==> config.mk <==
export PLATFORM = sky130hd
export DESIGN_NAME = rps_match_scorer
export DESIGN_NICKNAME = d
export VERILOG_FILES = /design/src/rtl/rps_match_scorer.sv
export SDC_FILE = /design/constraint.sdc
export NUM_CORES = 1
export LEC_CHECK = 0
export CELL_PAD_IN_SITES_DETAIL_PLACEMENT = 1
export CELL_PAD_IN_SITES_GLOBAL_PLACEMENT = 1
export CORE_ASPECT_RATIO = 0.6
export CORE_UTILIZATION = 36
export CTS_BUF_LIST = sky130_fd_sc_hd__clkbuf_4 sky130_fd_sc_hd__clkbuf_8 sky130_fd_sc_hd__clkbuf_16
export DETAILED_ROUTE_END_ITERATION = 8
export PLACE_DENSITY = 0.77
export SYNTH_ARGS = -nofsm -noshare
export SYNTH_HDL_FRONTEND = slang
export SYNTH_SLANG_ARGS = --single-unit
==> constraint.sdc <==
create_clock -name clk -period 1.78 [get_ports clk]
set_input_delay 0.356 -clock clk [delete_from_list [all_inputs] [get_ports clk]]
set_output_delay 0.356 -clock clk [all_outputs]
set_load 0.05 [all_outputs]
==> src/rtl/rps_match_scorer.sv <==
// rps_match_scorer
//   Match-level scoreboard for the rock-paper-scissors round engine.
//   Tallies user wins, computer wins and draws from one 2-bit outcome per
//   round_valid strobe. The match ends when either side reaches WIN_TARGET.
//   The final result is held until start is asserted again.
//
//   Optional feature (macro RPS_ROUND_LIMIT_EN):
//     The match also ends after MAX_ROUNDS legal rounds. The side with the
//     higher score then wins; equal scores give 01 (no winner).
//
// Ports
//   clk          in   rising-edge clock
//   reset        in   synchronous reset, active low
//   start        in   begin/restart a match (beats same-cycle round_valid)
//   round_valid  in   win carries a round outcome this cycle
//   win[1:0]     in   00 user, 01 draw, 11 computer, 10 illegal
//   user_score   out  user round wins this match
//   comp_score   out  computer round wins this match
//   draw_count   out  drawn rounds (saturating)
//   round_count  out  legal rounds scored (saturating)
//   busy         out  match in progress (PLAY)
//   match_done   out  match finished (DONE)
//   match_result out  winner, encoded like win; 01 = no winner
//   err          out  sticky: illegal code seen while in PLAY
module rps_match_scorer #(
  parameter int WIN_TARGET = 3,
  parameter int CNT_W      = 4,
  parameter int MAX_ROUNDS = 9
) (
  input  logic             clk,
  input  logic             reset,
  input  logic             start,
  input  logic             round_valid,
  input  logic [1:0]       win,
  output logic [CNT_W-1:0] user_score,
  output logic [CNT_W-1:0] comp_score,
  output logic [CNT_W-1:0] draw_count,
  output logic [CNT_W-1:0] round_count,
  output logic             busy,
  output logic             match_done,
  output logic [1:0]       match_result,
  output logic             err
);

  localparam logic [1:0] S_IDLE = 2'd0;
  localparam logic [1:0] S_PLAY = 2'd1;
  localparam logic [1:0] S_DONE = 2'd2;

  localparam logic [CNT_W-1:0] WT = CNT_W'(WIN_TARGET);
`ifdef RPS_ROUND_LIMIT_EN
  localparam logic [CNT_W-1:0] MR = CNT_W'(MAX_ROUNDS);
`endif

  logic [1:0]       state_q, state_d;
  logic [CNT_W-1:0] user_q, user_d, comp_q, comp_d;
  logic [CNT_W-1:0] draw_q, draw_d, rnd_q, rnd_d;
  logic [1:0]       res_q, res_d;
  logic             err_q, err_d;
  logic             busy_q, done_q;

  // Increment that sticks at all-ones instead of wrapping.
  function automatic logic [CNT_W-1:0] sat_inc(input logic [CNT_W-1:0] v);
    return (&v) ? v : v + 1'b1;
  endfunction

  always_comb begin
    state_d = state_q;
    user_d  = user_q;
    comp_d  = comp_q;
    draw_d  = draw_q;
    rnd_d   = rnd_q;
    res_d   = res_q;
    err_d   = err_q;
    if (start) begin
      // Restart from any state; a same-cycle round is dropped.
      state_d = S_PLAY;
      user_d  = '0;
      comp_d  = '0;
      draw_d  = '0;
      rnd_d   = '0;
      res_d   = 2'b01;
      err_d   = 1'b0;
    end else if (state_q == S_PLAY && round_valid) begin
      if (win == 2'b10) begin
        err_d = 1'b1;
      end else begin
        rnd_d = sat_inc(rnd_q);
        case (win)
          2'b00:   user_d = user_q + 1'b1;
          2'b11:   comp_d = comp_q + 1'b1;
          default: draw_d = sat_inc(draw_q);
        endcase
        // Scores are checked on the updated values so the final score and
        // match_done appear together. Target reach beats the round limit.
        if (user_d == WT) begin
          state_d = S_DONE;
          res_d   = 2'b00;
        end else if (comp_d == WT) begin
          state_d = S_DONE;
          res_d   = 2'b11;
        end
`ifdef RPS_ROUND_LIMIT_EN
        else if (rnd_d == MR) begin
          state_d = S_DONE;
          res_d   = (user_d > comp_d) ? 2'b00 :
                    (user_d < comp_d) ? 2'b11 : 2'b01;
        end
`endif
      end
    end
  end

  always_ff @(posedge clk) begin
    if (!reset) begin
      state_q <= S_IDLE;
      user_q  <= '0;
      comp_q  <= '0;
      draw_q  <= '0;
      rnd_q   <= '0;
      res_q   <= 2'b01;
      err_q   <= 1'b0;
      busy_q  <= 1'b0;
      done_q  <= 1'b0;
    end else begin
      state_q <= state_d;
      user_q  <= user_d;
      comp_q  <= comp_d;
      draw_q  <= draw_d;
      rnd_q   <= rnd_d;
      res_q   <= res_d;
      err_q   <= err_d;
      // Status flags decoded from the next state so they are registered.
      busy_q  <= (state_d == S_PLAY);
      done_q  <= (state_d == S_DONE);
    end
  end

  assign user_score   = user_q;
  assign comp_score   = comp_q;
  assign draw_count   = draw_q;
  assign round_count  = rnd_q;
  assign busy         = busy_q;
  assign match_done   = done_q;
  assign match_result = res_q;
  assign err          = err_q;

endmodule

==> After elaboration in Yosys (flattened, before gate mapping) <==
Index checks and enable logic that the tools add are counted.
{ "word_totals": {"ff_bits": 23, "input_bits": 6, "output_inout_bits": 21, "wordCells": 52} }
{ "op_classes": {"add_sub_neg": 4, "n_eq_ne": 7, "mux": 15, "bitwise_logic": 5, "n_reduce_logical": 12} }
{ "ops": {"columns": ["op", "count"], "rows": [
  ["4-bit 2-to-1 mux", 8],
  ["4-bit by 1-bit adder with 4-bit output, second input constant", 4],
  ["2-bit 2-to-1 mux", 7],
  ["4-bit AND reduction", 3],
  ["4-bit by 2-bit equality test with 1-bit output, second input constant", 2],
  ["2-bit equality test, second input constant", 3],
  ["3-bit AND reduction", 2],
  ["1-bit NOT", 5],
  ["2-bit by 1-bit equality test with 1-bit output, second input constant", 2],
  ["2-bit AND reduction", 2],
  ["2-bit OR reduction", 2],
  ["2-bit logical NOT", 1],
  ["2-bit nonzero test", 1],
  ["1-bit logical AND", 1]
]} }

==> Logic depth before layout (Yosys ltp) <==
Gate-level depths: netlist of the first run.
{ "depth": {"depth_word": 12, "mapped_depth": 7, "mapped_depth_nobuf": 6} }

==> Least setup slack after synthesis of the first run <==
No wires, ideal clock.
{ "synth_timing": {"path_type": "register to register", "startpoint": "reg user_q[0], in the netlist user_score[0]", "endpoint": "reg busy_q, in the netlist busy", "setup_time_ns": 0.087, "arrival_ns": 1.707, "t_required_ns": 1.693, "setup_slack_ns": -0.014, "path_stages_with_launch": 6, "n_path_buf": 0, "synth_period_minus_slack_ns": 1.794, "path_cell_list": "dfxtp_1 > ha_1 > nand4bb_1 > a21oi_1 > o211a_1 > o31ai_1"} }
{ "synth_between": {"elab_chain_len": 11} }
{ "synth_lines": {"columns": ["item", "line_no", "source"], "rows": [
  ["from (decl)", "55", "logic [CNT_W-1:0] user_q, user_d, comp_q, comp_d;"],
  ["from (signal assigned)", "126", "user_q <= user_d;"],
  ["4-bit by 1-bit adder with 4-bit output", "89", "2'b00: user_d = user_q + 1'b1;"],
  ["4-bit 2-to-1 mux (*)", "88", "case (win)"],
  ["4-bit 2-to-1 mux (*)", "84", "if (win == 2'b10) begin"],
  ["4-bit 2-to-1 mux (*)", "83", "end else if (state_q == S_PLAY && round_valid) begin"],
  ["4-bit 2-to-1 mux (*)", "74", "if (start) begin"],
  ["4-bit by 2-bit equality test with 1-bit output (*)", "95", "if (user_d == WT) begin"],
  ["2-bit 2-to-1 mux (*)", "95", null],
  ["2-bit 2-to-1 mux (*)", "84", null],
  ["2-bit 2-to-1 mux (*)", "83", null],
  ["2-bit 2-to-1 mux (*)", "74", null],
  ["2-bit by 1-bit equality test with 1-bit output (*)", "133", "busy_q <= (state_d == S_PLAY);"],
  ["to (signal assigned)", "133", null],
  ["to (decl)", "59", "logic busy_q, done_q;"]
]} }
Mark *: on every way between the ends. The rest lies on a longest branch, timed or not. The select of a mux whose other input is x is not followed.
A chain may end at the register's enable or synchronous reset.

==> Final worst setup path of the first run <==
{ "layout_timing": {"startpoint": "reg comp_q[0], in the netlist comp_score[0]", "endpoint": "reg busy_q, in the netlist busy"} }
{ "layout_between": {"elab_chain_len": 12} }
{ "layout_lines": {"columns": ["item", "line_no", "source"], "rows": [
  ["from (decl)", "55", null],
  ["from (signal assigned)", "127", "comp_q <= comp_d;"],
  ["4-bit by 1-bit adder with 4-bit output", "90", "2'b11: comp_d = comp_q + 1'b1;"],
  ["4-bit 2-to-1 mux (*)", "88", null],
  ["4-bit 2-to-1 mux (*)", "84", null],
  ["4-bit 2-to-1 mux (*)", "83", null],
  ["4-bit 2-to-1 mux (*)", "74", null],
  ["4-bit by 2-bit equality test with 1-bit output (*)", "98", "end else if (comp_d == WT) begin"],
  ["2-bit 2-to-1 mux (*)", "98", null],
  ["2-bit 2-to-1 mux (*)", "95", null],
  ["2-bit 2-to-1 mux (*)", "84", null],
  ["2-bit 2-to-1 mux (*)", "83", null],
  ["2-bit 2-to-1 mux (*)", "74", null],
  ["2-bit by 1-bit equality test with 1-bit output (*)", "133", null]
]} }
Marks and branches as above.

==> results.md, run 1 <==
* Starting Density at 38.2%
* Worst slew pin tran at ~260 ps
* GRT overflow at 0
* Peak VDD IR at roughly 0.35 mV
* First-pass GRT wire length at about 4.7 mm
* TritonRoute pass-1 iters at 4
* Post-CTS Hold Buffers at 0
* Status: finished, final reports clean
* Multiplexer area fraction after synthesis at 0.902%
* Post-synthesis compound-gate area fraction at 11.0%
* GPL Wtd Cong at 0.784
* Top-area cell type share of the netlist area at between 40% and 50%
* WL final at 2.93 mm
* H-tree depth at 1
* Headroom to the max-slew limit at 82.4%
* Final net count at 172
* Row count at 15
* Post-synth top area cell: dfxtp_1
* Syn_nets at 136
* Worst setup margin at 172 ps
* Final-report hold violation count at 0
* Die width at 73.7 um
* Starting DRT DRC Count at 51
* Area contributors post-synth: dfxtp_1, xor2_1, ha_1, nand3_1, nor2_1
* Post-synthesis sequential area ratio at 41.5%
* Synth cell types at 30
* Worst Path Required at between 1500 and 2000 ps
* CTS tree: yes
* GRT Resource Usage Total at 18.9%
* Mean Syn Cell Area at 9.02 um2
* Worst Path Class, Setup: register to register
* CP delay by family, top: flip-flops
* Post-route minimum period at about 1600 ps
* Ys flop type: dfxtp_1
* RSZ-0062 raised after global routing: false
* Post-synth ARST share at 0%
* Top-count cell post-synth: dfxtp_1
* Cts bufs inserted at 3
* Cell Pwr Density at 626 mW/mm2
* Fin. max-slew vios at 0
* Root Driver: clkbuf_8
* Endpoint type of the worst setup path: register
* Cell area after synthesis at ~0.0011 mm2
* Crit Path Max Fanout at 6
* Critical path cell sequence: ha_1 > xor2_1 > o32ai_2 > buf_4 > and3_4 > o31ai_2
* Dpl ws at -376 ps
* Critical path's slowest cell: dfxtp_1
* Vias in the first global route at 992
* Startpoint Class: register
* Detail-routed via count per cell at between 4 and 5
* Share of layout cells above drive strength 1 at 30.4%
* Simple-Gate Fraction of Synth Area at 26.6%
* Area grow syn2layout at 40.6%
* Antenna viol nets, final at 0
* Post-DP HPWL at 2.17 mm
* Post-synthesis cell count at 123
* CTS Buffer Depth at 2
* Sink Count at 23
* Leak at around 0.65 nW
* Post-synth EDFFs at 0
* Diode count at 0
* Final instance count without filler cells at 200
* Die ar. at 0.00332 mm2
* Synth warn at 0
* Commonest cells post-synth: dfxtp_1, nor2_1, xor2_1
* CP arrival at about 1800 ps
* Clock-pin slew on the worst setup and hold paths at 90 ps
* #FFs+latches synth at 23
* Final Cycle Share at 90.3%
* FILL cells at 348
* Post-Synth Adder-Cell Area at 7.89%
* Buf/Inv on CP at 1
* Clock latency at the later pin of the worst-skew pair at 260 ps
* Largest net degree at the start of global routing at 22
* Fmax achieved at ~620 MHz
* Via count at 999
* Port bufs at 26
* # IOs at 27
* Routed len/inst at 14.7 um
* # setup viols final at 0
* Die height at 45.0 um
* Final Skew at about 7.1 ps
* Hold/Removal Path Class: register to register
* Area of the core at 0.00291 mm2
* Synth Area in XOR/XNOR at 9.47%
* Initial antenna violation count at 0
* Largest family of logic cells by synthesized area: simple AND/OR/NAND/NOR gates
* Max Cap Viol at 0
* Inst Count DP at 196
* DRC viols at 0
* Setup Buffers After CTS at 0
* CP max stage delay at 440 ps
-- cell type report --
class | instances | area (um2) | area share, %
Sequential cell | 23 | 462 | 29.6
Tap cell | 42 | 52.6 | 3.37
Clock inverter | 1 | 5.00 | 0.321
Inverter | 3 | 11.3 | 0.722
Timing Repair Buffer | 35 | 302 | 19.3
Multi-Input combinational cell | 93 | 687 | 44.0
Clock buffer | 3 | 41.3 | 2.65
-- worst register-to-register path, stage by stage, from the launching register on --
cell     delay, ps
dfxtp_1        440
ha_1           240
xor2_1         190
o32ai_2        100
buf_4          150
and3_4         170
o31ai_2        240
-- report_power, final --
group | total (mW) | internal [mW] | leakage (nW) | switching (mW)
clock | 0.327 | 0.156 | 0.0255 | 0.171
combinational | 0.123 | 0.0550 | 0.436 | 0.0675
sequential | 0.528 | 0.521 | 0.187 | 0.00653
-- metal layers --
layer,up-vias,wire (um),GRT usage (%)
met5,-,0,0
met1,478,1390,24.0
li1,500,-,-
met2,19,1410,32.5
met4,0,10,2.31
met3,2,124,6.47
-- layout by cell type (no fill, tap or decap), types with 2 or more instances in the layout --
| cell | synthesis | layout |
|---|---|---|
| clkdlybuf4s50_1 | 0 | 3 |
| nand2b_1 | 2 | 2 |
| nor3_1 | 2 | 2 |
| a31oi_1 | 5 | 5 |
| nor2_1 | 13 | 13 |
| nand2_1 | 11 | 11 |
| clkbuf_8 | 0 | 3 |
| xor2_1 | 12 | 10 |
| xor2_2 | 0 | 2 |
| ha_1 | 7 | 4 |
| inv_1 | 3 | 3 |
| nand3b_1 | 3 | 3 |
| a21oi_1 | 6 | 5 |
| buf_4 | 0 | 28 |
| and3_1 | 3 | 2 |
| nand4_1 | 3 | 3 |
| o31ai_2 | 0 | 2 |
| ha_2 | 0 | 2 |
| buf_12 | 0 | 2 |
| dfxtp_1 | 23 | 22 |
| nand3_1 | 11 | 11 |
-- kinds of logic (layout without fill, tap and decap cells) --
family,after synthesis,in the layout
buffers and inverters,7,42
AND/OR/NAND/NOR,54,54
adder cells (fa/ha/maj),7,7
XOR/XNOR,12,12
AO/OA/AOI/OAI,19,19
multiplexers,1,1
flip-flops,23,23
-- sequential cells by signal, summed over array words and instances (netlist names) --
name / count
state_q: 2
match_done: 1
user_score: 4
draw_count: 4
err: 1
round_count: 4
match_result: 2
busy: 1
comp_score: 4
-- per-stage QoR --
step           hold slack (ps)  util [%]  instance area (um2)  setup TNS, ps  power (mW)
4_1_cts                    511      51.7                 1500              0       0.984
5_1_grt                    518      53.6                 1560              0        1.03
3_3_place_gp               450      49.7                 1450          -5000       0.651
3_5_place_dp               493      49.7                 1450          -6550       0.655
2_1_floorplan              452         -                 1110              0       0.602
6_report                   504      53.6                 1560              0       0.977
-- final timing paths --
kind | from | to | slack, ps | depth (start not counted)
hold reg to reg | round_count[1] | round_count[1] | 500 | 2
hold / removal | round_count[1] | round_count[1] | 500 | 2
setup / recovery | comp_score[0] | busy | 170 | 6
setup reg to reg | comp_score[0] | busy | 170 | 6
-- timing repair --
item / 4_1_cts / 5_1_grt
resized for setup: 4 / 10
endpoints found under the setup margin: 12 / 7
pin swaps: 1 / 2
endpoints found under the hold margin: 0 / 0
No activity file was read; power rests on OpenSTA's default activity.
==> run 2: changes to the inputs <==
--- a/config.mk
+++ b/config.mk
@@ -5,13 +5,14 @@
 export SDC_FILE = /design/constraint.sdc
 export NUM_CORES = 1
 export LEC_CHECK = 0
+export ABC_AREA = 1
 export CELL_PAD_IN_SITES_DETAIL_PLACEMENT = 1
 export CELL_PAD_IN_SITES_GLOBAL_PLACEMENT = 1
 export CORE_ASPECT_RATIO = 0.6
-export CORE_UTILIZATION = 36
+export CORE_UTILIZATION = 34
 export CTS_BUF_LIST = sky130_fd_sc_hd__clkbuf_4 sky130_fd_sc_hd__clkbuf_8 sky130_fd_sc_hd__clkbuf_16
 export DETAILED_ROUTE_END_ITERATION = 8
-export PLACE_DENSITY = 0.77
+export PLACE_DENSITY = 0.76
 export SYNTH_ARGS = -nofsm -noshare
 export SYNTH_HDL_FRONTEND = slang
 export SYNTH_SLANG_ARGS = --single-unit
==> run 2 against run 1 <==
  * Power grew 6.2%
  * Core utilization fell by 3.8 points
  * Global-route usage shrank 0.77 points
  * Sequential power is 0.9% higher
  * Combinational power rose by 27%
  * Sequential share of layout area decreased by 1.6 points
  * Worst setup slack gained 48 ps
  * Clock skew down 0.98 ps
  * Largest power group unchanged
==> results.md, run 2 <==
* First-pass GRT wire length at slightly above 5 mm
* Area contributors post-synth: dfxtp_1, nand2_1, inv_1, ha_1, nand3_1
* Worst slew pin tran at 234 ps
* Post-CTS Hold Buffers at 0
* Synth warn at 0
* Top-count cell post-synth: nand2_1
* Cell Int Power at 0.761 mW
* Detail-routed via count per cell at 4.62
* Fin. max-slew vios at 0
* Antenna viol nets, final at 0
* Vias in the first global route at 1145
* Row count at 16
* Clock-pin slew on the worst setup and hold paths at 80 ps
* Synth Area in XOR/XNOR at 0.737%
* CTS Buffer Depth at 2
* Commonest cells post-synth: nand2_1, inv_1, dfxtp_1
* Simple-Gate Fraction of Synth Area at 30.4%
* Final-report hold violation count at 0
* Final instance count without filler cells at 256
* Ys flop type: dfxtp_1
* H-tree depth at 1
* Total power at 1.04 mW
* Inst Count DP at ~250
* Clock latency at the later pin of the worst-skew pair at 270 ps
* GRT Resource Usage Total at 18.1%
* CP max stage delay at between 400 and 500 ps
* Worst Path Required at 1930 ps
* Largest net degree at the start of global routing at 16
* RSZ-0062 raised after global routing: false
* Post-synthesis cell count at 168
* CP arrival at ~1700 ps
* Cell area after synthesis at 0.00119 mm2
* Post-synth ARST share at 0%
* Cell Pwr Density at 631 mW/mm2
* # IOs at 27
* Met2 routed WL at approximately 1.5 mm
* TritonRoute pass-1 iters at 4
* GPL Wtd Cong at 0.837
* Startpoint Class: input port
* Psw at 0.277 mW
* M1 WL at 1.56 mm
* Worst Path Class, Setup: input port to register
* Critical path's slowest cell: clkdlybuf4s50_1
* Port bufs at 26
* Initial antenna violation count at 0
* Die height at 47.8 um
* Starting Density at 36.0%
* Routed wl met3 at about 120 um
* Sequential power share at 51.4%
* Fmax achieved at 641 MHz
* Largest family of logic cells by synthesized area: simple AND/OR/NAND/NOR gates
* Cts bufs inserted at 3
* Via count at 1183
* #FFs+latches synth at 23
* Final Cycle Share at between 80% and 90%
* Mean Syn Cell Area at 7.08 um2
* Starting DRT DRC Count at 41
* Leak at 0.789 nW
* Die ar. at around 0.0037 mm2
* Hold/Removal Path Class: register to register
* Syn_nets at 181
* CP delay by family, top: buffers and inverters
* Endpoint type of the worst setup path: register
* Critical path cell sequence: clkdlybuf4s50_1 > nand2_1 > nor2_2 > nand2_2 > inv_2 > buf_4 > buf_4 > nand2_2 > nand2_1 > nand3_1
* Sink Count at 23
* Area grow syn2layout at 38.4%
* Crit Path Max Fanout at 5
* Area of the core at 0.00330 mm2
* CTS tree: yes
* Post-route minimum period at 1560 ps
* Final net count at ~230
* FILL cells at 444
* Logic pwr share at 15.0%
* Top-area cell type share of the netlist area at ~39%
* Max Cap Viol at 0
* Post-synth EDFFs at 0
* Synth cell types at 22
* Post-synth top area cell: dfxtp_1
* Peak VDD IR at 0.292 mV
* Root Driver: clkbuf_8
* Uppermost layer routed: met4
* # setup viols final at 0
* Post-DP HPWL at 2.39 mm
* Buf/Inv on CP at 4
* Post-synthesis compound-gate area fraction at 11.8%
* Area occupied by multi-input gates at 638 um2
* Power share of the clock group at 33.6%
* Share of layout cells above drive strength 1 at 28.4%
* Status: finished, final reports clean
* Most frequent cells in the layout: nand2_1, buf_4, inv_1
* Post-synthesis sequential area ratio at between 30% and 40%
* GRT overflow at 0
* Headroom to the max-slew limit at ~84%
* FF+latch area at about 460 um2
* Routed len/inst at ~12 um
* Die width at 78.3 um
* Final Skew at 6.11 ps
* DRC viols at 0
* Multiplexer area fraction after synthesis at 0%
* Switching Fraction at a little over a quarter
* Diode count at 0
* WL final at 3.14 mm
* R2R setup slack at 290 ps
* Post-Synth Adder-Cell Area at under 10%
## run 2: cell types whose count changed after synthesis, sizes merged, moves of 8 or more
cell | previous run | this run
inv | 3 | 29
o21ai | 1 | 11
nand2 | 11 | 43
xor2 | 12 | 0
nor2 | 13 | 21
## run 2: through the flow
stage	TNS [ps]	hold slack [ps]	instance area, um2	utilization, %	setup slack, ps
finish	0	479	1650	49.8	220
global route	0	501	1650	49.8	101
CTS	-4.48	475	1600	48.5	-3.42
detailed placement	-4520	463	1540	46.7	-340
global placement	-3210	451	1540	46.7	-269
floorplan	0	466	1190	-	107
## run 2: final timing paths
check	cells past startpoint	startpoint	endpoint
setup reg to reg	9	user_score[1]	match_result[0]
setup / recovery	10	round_valid	match_result[0]
hold / removal	2	err	err
hold reg to reg	2	err	err
## run 2: metal layers
layer / up-vias / track usage (%)
met5: - / 0
met2: 18 / 33.5
met3: 2 / 5.33
li1: 613 / -
met1: 550 / 22.0
met4: 0 / 3.33
## run 2: logic make-up after synthesis
family          count (synthesis)
compound gates                 25
xor+xnor                        1
buf+inv                        32
simple gates                   80
flops                          23
fa+ha+maj                       7
## run 2: final cells by class
| type | count | share of cell area [%] |
|---|---|---|
| clock buffer | 4 | 2.97 |
| inverter | 29 | 6.62 |
| multi-input combinational | 113 | 38.8 |
| sequential | 23 | 28.0 |
| tap | 45 | 3.42 |
| timing repair buffer | 42 | 20.2 |
## run 2: power by group through the flow
stage	Sequential, mW	Combinational, mW	Clock (mW)
finish	0.533	0.156	0.349
global route	0.534	0.172	0.381
CTS	0.533	0.148	0.356
detailed placement	0.545	0.145	0
global placement	0.544	0.141	0
floorplan	0.572	0.0589	0
## run 2: what timing repair did
action	4_1_cts	5_1_grt
gates resized for setup	3	6
endpoints found under the hold margin	0	0
setup endpoints to repair	7	14
setup buffers	0	1
## run 2: worst reg2reg max path: stages (launching register included)
cell	delay, ps
dfxtp_1	430
ha_1	270
nand2_1	100
nand2_1	60
nand2_1	100
nor2_4	50
nand2_2	80
nand2_2	60
nand3_1	100
nand3_1	110
==> run 3: changes to the inputs <==
==> constraint.sdc (replaced) <==
create_clock -name clk -period 1.78 [get_ports clk]
set_input_delay 0.356 -clock clk [delete_from_list [all_inputs] [get_ports clk]]
set_output_delay 0.356 -clock clk [all_outputs]
set_load 0.01 [all_outputs]
==> run 3 against run 2 <==
  * Global-route usage grew 0.65 points
  * Wire length grew 8.0%
  * Final area is 3.4% higher
  * Critical endpoint is now user_score[0]
==> results.md, run 3 (synthesis gave the netlist of run 2 again) <==
* Status: finished, final reports clean
* Endpoint type of the worst setup path: output port
* Crit Path Max Fanout at 5
* Worst setup margin at 134 ps
* Starting DRT DRC Count at 31
* CTS tree: yes
* Port bufs at 26
* DRC viols at 0
* Post-route minimum period at 1650 ps
* Clock-pin slew on the worst setup and hold paths at 90 ps
* Worst Path Required at 1420 ps
* Area grow syn2layout at 43.2%
* Final Skew at 7.27 ps
* Final net count at 226
* Post-DP Area at between 0.0015 and 0.002 mm2
* Hold WS at 459 ps
* Final Cycle Share at 92.5%
* Die width at 78.3 um
* Fin util at between 50% and 60%
* GRT overflow at 0
* Share of layout cells above drive strength 1 at 20.3%
* Final instance area at 0.00170 mm2
* Dpl ws at -400 ps
* Initial antenna violation count at 0
* Startpoint Class: register
* H-tree depth at 1
* Cell Pwr Density at 585 mW/mm2
* Final-report hold violation count at 0
* Via count at 1244
* Max Cap Viol at 0
* Critical path's slowest cell: clkdlybuf4s50_1
* Routed len/inst at 13.2 um
* Leak at 0.743 nW
* Root Driver: clkbuf_8
* Fin. max-slew vios at 0
* First-pass GRT wire length at between 5 and 6 mm
* RSZ-0062 raised after global routing: false
* Peak VDD IR at 0.280 mV
* Buf/Inv on CP at 1
* Die height at about 48 um
* Most frequent cells in the layout: nand2_1, inv_1, clkdlybuf4s50_1
* Critical path cell sequence: clkdlybuf4s50_1
* Area of the core at 0.00330 mm2
* Cts bufs inserted at 3
* Starting Density at a little over a third
* Die ar. at 0.00374 mm2
* Antenna viol nets, final at 0
* Commonest non-fill, non-tap cell in the layout: nand2_1
* # setup viols final at 0
* WL final at 3.39 mm
* Headroom to the max-slew limit at 85.4%
* TritonRoute pass-1 iters at 4
* Post-DP HPWL at 2.63 mm
* Diode count at 0
* Detail-routed via count per cell at 4.84
* CP delay by family, top: buffers and inverters
* Hold/Removal Path Class: register to register
* # IOs at 27
* GPL Wtd Cong at 0.796
* CTS Buffer Depth at 2
* Vias in the first global route at 1191
* GRT Resource Usage Total at 18.8%
* Post-CTS Hold Buffers at 0
* CP arrival at 1290 ps
* Largest net degree at the start of global routing at 16
* Sink Count at 23
* R2R setup slack at 260 ps
* Worst Path Class, Setup: register to output port
* Row count at 16
* Fmax achieved at 607 MHz
* Total power at 0.996 mW
* Worst slew pin tran at 218 ps
* CP max stage delay at 580 ps
* Clock latency at the later pin of the worst-skew pair at 270 ps
## run 3: area by class of cell
| class | instances | area [um2] |
|---|---|---|
| Fill cell | 427 | 1600 |
| Multi-Input combinational cell | 113 | 638 |
| Sequential cell | 23 | 460 |
| Timing Repair Buffer | 43 | 389 |
| Inverter | 29 | 111 |
| Tap cell | 45 | 56.3 |
| Clock buffer | 3 | 41.3 |
| Clock inverter | 1 | 5.00 |
## run 3: where the power goes
group	internal, mW	total [mW]	leakage, nW	switching, mW
clock network	0.156	0.326	0.0255	0.170
registers	0.524	0.533	0.186	0.00888
logic	0.0649	0.136	0.531	0.0715
## run 3: per-layer routing
metal	routed length (um)	up-vias	GRT usage (%)	share of wire, %
met5	0	-	0	0
met4	22	0	4.81	0.65
met3	144	2	4.57	4.3
met2	1670	24	36.1	49
met1	1550	597	22.0	46
li1	-	621	-	-
## run 3: timing repair
item / 4_1_cts / 5_1_grt
setup buffers: 2 / 0
gates resized for setup: 8 / 4
hold endpoints to repair: 0 / 0
endpoints found under the setup margin: 11 / 16
## run 3: final timing paths
path,startpoint,endpoint,cells after the start
setup / recovery,user_score[0],user_score[0],1
hold / removal,err,err,2
setup reg to reg,comp_score[0],state_q[0],10
hold reg to reg,err,err,2
## run 3: stage by stage
stage / setup TNS, ps / std cells
after floorplan: 0 / 168
after global placement: -3200 / 251
after detailed placement: -5300 / 251
after CTS: 0 / 257
after global routing: 0 / 257
final: 0 / 257
